**config.mk**
```make
export PLATFORM = sky130hd
export DESIGN_NAME = reg_file
export DESIGN_NICKNAME = d
export VERILOG_FILES = /design/src/rtl/reg_file.sv
export SDC_FILE = /design/constraint.sdc
export NUM_CORES = 2
export LEC_CHECK = 0
export ABC_CLOCK_PERIOD_IN_PS = 2770
export BUFFER_PORTS_ARGS = -buffer_cell sky130_fd_sc_hd__buf_2
export CORE_MARGIN = 2
export CORE_UTILIZATION = 48
export DETAILED_ROUTE_END_ITERATION = 7
export GPL_TIMING_DRIVEN = 0
export PLACE_DENSITY = 0.7
export SYNTH_ARGS = -nofsm -noshare
export SYNTH_HDL_FRONTEND = slang
export SYNTH_SLANG_ARGS = --single-unit
export TNS_END_PERCENT = 30
```
**constraint.sdc**
```tcl
create_clock -name clk -period 2.77 [get_ports clk]
set_input_delay 0.4155 -clock clk [delete_from_list [all_inputs] [get_ports clk]]
set_output_delay 0.4155 -clock clk [all_outputs]
set_load 0.01 [all_outputs]
```
**src/rtl/reg_file.sv**
```systemverilog
// 2-read / 1-write integer register file with hardwired-zero x0 and async active-low reset.
// Optional write-through bypass on both read ports when REGFILE_BYPASS_EN is defined.
module reg_file #(
  parameter int DWIDTH = 32,
  parameter int AWIDTH = 5
) (
  input  logic              clk,
  input  logic              rst_n,
  input  logic [AWIDTH-1:0] A1,
  input  logic [AWIDTH-1:0] A2,
  input  logic [AWIDTH-1:0] A3,
  input  logic [DWIDTH-1:0] WD3,
  input  logic              WE3,
  output logic [DWIDTH-1:0] RD1,
  output logic [DWIDTH-1:0] RD2
);

  localparam int NREGS = 2 ** AWIDTH;

  logic [DWIDTH-1:0] words [NREGS];
  logic [DWIDTH-1:0] rd1_next;
  logic [DWIDTH-1:0] rd2_next;

  // x0 has no storage; its slot in the read mux is a constant zero.
  assign words[0] = '0;

  genvar gi;
  generate
    for (gi = 1; gi < NREGS; gi++) begin : g_word
      logic [DWIDTH-1:0] word_reg;

      always_ff @(posedge clk or negedge rst_n) begin
        if (!rst_n) begin
          word_reg <= '0;
        end else if (WE3 && (A3 == AWIDTH'(gi))) begin
          word_reg <= WD3;
        end
      end

      assign words[gi] = word_reg;
    end
  endgenerate

  always_comb begin
    rd1_next = words[A1];
    rd2_next = words[A2];
`ifdef REGFILE_BYPASS_EN
    if (WE3 && (A3 != '0) && (A1 == A3)) rd1_next = WD3;
    if (WE3 && (A3 != '0) && (A2 == A3)) rd2_next = WD3;
`endif
    // Reset dominates, including over a bypassed write value.
    if (!rst_n) begin
      rd1_next = '0;
      rd2_next = '0;
    end
  end

  assign RD1 = rd1_next;
  assign RD2 = rd2_next;

`ifndef SYNTHESIS
  a_write_ctrl_known: assert property (@(posedge clk) disable iff (!rst_n)
    !$isunknown({WE3, A3}));
`endif

endmodule
```
# Word-level counts from Yosys, hierarchy flattened
# Cells that the tools add are included.
# totals
ff_bits	992
latch_bits	0
mem_bits_rw	0
romBits	0
inputBits	50
word_cells	105
memories	0
# op_classes
n_addsub	0
multipliers	0
n_div	0
order_cmp	2
eq_ne	31
shift	0
n_mux	8
n_bitwise	2
reduce_logical	31
# op_table
cell	n
32-bit binary-select mux with 5-bit select	2
32-bit two-way mux	6
5-bit == test (second input constant)	16
5-bit by 4-bit == test with 1-bit output (second input constant)	8
1-bit logical AND	31
5-bit by 3-bit == test with 1-bit output (second input constant)	4
6-bit greater-or-equal comparator (second input constant)	2
5-bit inverter with 6-bit output	2
5-bit by 2-bit == test with 1-bit output (second input constant)	2
5-bit by 1-bit == test with 1-bit output (second input constant)	1

# Depth between registers and ports, before layout
# depth
depth_word	5
depth_mapped	8
depth_no_buf	4

# Worst setup path after synthesis
# No wires, ideal clock.
# synth_path
path_kind	input to output
start	input A1[1]
end	output RD1[30]
arrival_ps	2097
required_ps	2355
path_slack_ps	257
cell_stages	6
n_path_buf	3
cell_sequence	buf_2 > buf_2 > buf_2 > mux4_2 > mux4_2 > o221a_1
# synth_via
elab_chain_cells	5
# synth_rtl
element	line_no	rtl
start, declared	9	input logic [AWIDTH-1:0] A1,
5-bit inverter with 6-bit output (implied by the code)	45	rd1_next = words[A1];
32-bit binary-select mux with 5-bit select	45	
32-bit two-way mux (implied by the code) (2 in series)	45	
32-bit two-way mux	52	if (!rst_n) begin
end, declared	14	output logic [DWIDTH-1:0] RD1,
# Every way passes these cells. The select of a mux whose other input is x is not followed.

# Worst setup path after layout
# layout_path
start	input A2[2]
end	output RD2[28]
# layout_via
elab_chain_cells	5
# layout_rtl
element	line_no	rtl
start, declared	10	input logic [AWIDTH-1:0] A2,
5-bit inverter with 6-bit output (implied by the code)	46	rd2_next = words[A2];
32-bit binary-select mux with 5-bit select	46	
32-bit two-way mux (implied by the code) (2 in series)	46	
32-bit two-way mux	52	
end, declared	15	output logic [DWIDTH-1:0] RD2
# Every way passes these cells. The select of a mux whose other input is x is not followed.

==> flow_metrics.tcl <==
set metrics [dict create \
    fin_area_sq_um 62080 \
    yosysUniqueCellTypes 42 \
    htreeDepth 3 \
    startpoint_type "primary input" \
    drt_iter0_markers 4498 \
    hpwlAfterDp_um 130700 \
    detail-route-antenna-nets 0 \
    worstSkewPairLatency_ps 700 \
    grt_max_degree 167 \
    cp.arrival_ps 2650 \
    area_delta_synth_final_pct 16.20 \
    final_util_pct 56.17 \
    worstPathRequired_ps 2350 \
    cts_buffer_depth 3 \
    multi_input_area_sq_um 27050 \
    largest_reg_flops 992 \
    syn_nets 3566 \
    drc 0 \
    drt-total-wl_um 200400 \
    hp-class "in2reg" \
    io-pin-count 114 \
    slowest_delay_ps 400 \
    powerDensity_nw_per_um2 730.3 \
    cts.sink_count 992 \
    crit_path_max_fanout 10 \
    grt-ovfl-total 0 \
    critPathCaptureType "output port" \
    chipHeight_um 337.6 \
    finalCriticalPeriod_ps 3067 \
    antenna_found_initial 8 \
    placed_area_sq_um 55990 \
    rsz0062_at_grt "yes" \
    cts_root_buf "clkbuf_16" \
    cts_buffers 108 \
    status "complete, but fails checks" \
    layout_commonest_cell "mux2_2" \
    violations "negative setup slack" \
    drive_gt1_share_pct 54.54 \
    die-width_um 337.6 \
    finalWorstSetupSlack_ps -297.2 \
    p_leak_nw 27.12 \
    syn_inst 3516 \
    fill_cells 8816 \
    avgSynthCellArea_sq_um 15.19 \
    core.rowCount 122 \
    worstSetupPathType "in2out" \
    start_util_pct 48.34 \
    fmax_mhz 326.0 \
    ys_ff_latch 992 \
    cp_top_family "buffers and inverters" \
    track_usage_pct 35.51 \
    worstPathCellList "buf_2 -> buf_4 -> buf_4 -> mux4_2 -> mux2i_2 -> nand3_1 -> o211a_4 -> buf_6" \
    setup_violations 55 \
    synth_area_leaders "dfrtp_1 (46%), mux2_2 (22%), mux4_2 (19%), mux2i_1 (3.3%), clkbuf_1 (1.4%)" \
    mostFrequentLayoutCells "mux2_2 (1020), dfrtp_1 (991), mux4_2 (443)" \
    numPortBuffers 103 \
    relSlewSlack_pct 2.174 \
    min_period_over_period_pct 110.7 \
    vias 37380 \
    clkTransAtPathRegs_ps 60 \
    seq_area_sq_um 24830 \
    slew_violations 0 \
    avgViaCountPerCell 6.955 \
    dpl_worst_slack_ps -2029 \
    yosysTopAreaCellShare_pct 46.47 \
    finClkSkew_ps 0 \
    cts_tree "yes" \
    layout.nets 3840 \
    ys_seq_area_share_pct 46.47 \
    die_area_sq_um 114000 \
    routabilityCongestion 0.9548 \
    core_sq_um 110500 \
    slowest_stage "buf_4" \
    peakVddDrop_v 0.0007984 \
    ys_warn_count 0 \
    grt_pass1_wl_um 282600 \
    drv_cap 0 \
    synth.largest_area_cell "dfrtp_1" \
    worst_pin_slew_ps 1467 \
    wl_per_cell_um 37.29 \
    first_pass_iters 7 \
    path_buf_inv 4 \
    grt_pass1_vias 38190 \
    cp_common_cell "buf_4" \
    syn-cell-area_sq_um 53420 \
    final-hold-violation-count 0 \
]
cell type report:
| class | count | area share, % |
|---|---|---|
| inverters | 1 | 0.006047 |
| well taps | 1488 | 2.999 |
| plain buffers | 395 | 4.467 |
| repair buffers | 165 | 2.534 |
| clock buffers | 150 | 5.112 |
| multi-input cells | 2127 | 43.58 |
| diodes | 2 | 0.008062 |
| clock inverters | 55 | 1.300 |
| flip-flops and latches | 992 | 39.99 |
cells by family after synthesis:
kind of cell           synth area share (%)
muxes                                 44.21
DFF                                   46.47
buffers and inverters                 3.349
AOI/OAI and AO/OA                     4.040
and+or+nand+nor                       1.928
power by group:
part / total (mW) / internal, mW / switching (mW)
logic: 9.59 / 5.62 / 3.97
registers: 19.5 / 17.3 / 2.20
clock network: 16.2 / 9.77 / 6.43
total: 45.3 / 32.7 / 12.6
cells in the mapped netlist, drive strengths merged:
library cell,number
mux2,1056
dfrtp,992
and2,1
o21ai,1
nand4b,3
nor4,1
a211oi,1
mux2i,175
or3b,1
nand4,1
a21o,1
o211ai,30
nand2,45
clkbuf,201
nand3b,2
o21a,26
inv,1
a41oi,1
nor2,16
nand3,14
o2bb2ai,1
or3,3
nor3,33
a221oi,30
nor3b,2
o311a,30
a22oi,3
a22o,33
mux4,443
o221a,31
o211a,6
a21oi,36
o221ai,27
nor2b,69
nand2b,5
buf,195
routing by layer:
layer	wire length (um)	vias to the layer above	part of all wire (%)	track usage [%]
met5	210	-	0.10	1.234
met2	87470	2588	44	51.71
met1	74560	19870	37	45.58
met4	13060	10	6.5	19.48
met3	25110	702	13	13.69
li1	-	14220	-	-
metrics by stage:
stage	power, mW	instances	TNS (ps)	hold WS (ps)
6_report	45.34	5375	-7676	19.16
5_1_grt	46.73	5374	-7664	16.61
4_1_cts	44.97	5367	-5864	0.2649
3_5_place_dp	28.60	5113	-122460	328.5
3_3_place_gp	28.23	5107	-	487.0
2_1_floorplan	25.60	3516	0	119.9
what timing repair did:
| item | CTS | global route |
|---|---|---|
| buffers inserted | 21 | 6 |
| gates cloned | 10 | 0 |
| endpoints found under the hold margin | 102 | 0 |
| hold buffers | 19 | 0 |
| resized for setup | 380 | 38 |
| endpoints found under the setup margin | 64 | 64 |
| pin swaps | 21 | 12 |
final timing paths:
kind	cells past startpoint	end	startpoint	slack (ps)
min reg2reg	1	g_word[20].word_reg[4]$_DFFE_PN0P_	g_word[20].word_reg[4]$_DFFE_PN0P_	510
max	8	RD2[28]	A2[2]	-300
min	2	g_word[27].word_reg[30]$_DFFE_PN0P_	WD3[30]	20
min in group asynchronous	4	g_word[17].word_reg[9]$_DFFE_PN0P_	rst_n	60
max reg2reg	3	g_word[15].word_reg[28]$_DFFE_PN0P_	g_word[15].word_reg[28]$_DFFE_PN0P_	1710
max in group asynchronous	3	g_word[8].word_reg[15]$_DFFE_PN0P_	rst_n	1170
No activity file was read; power rests on OpenSTA's default activity.
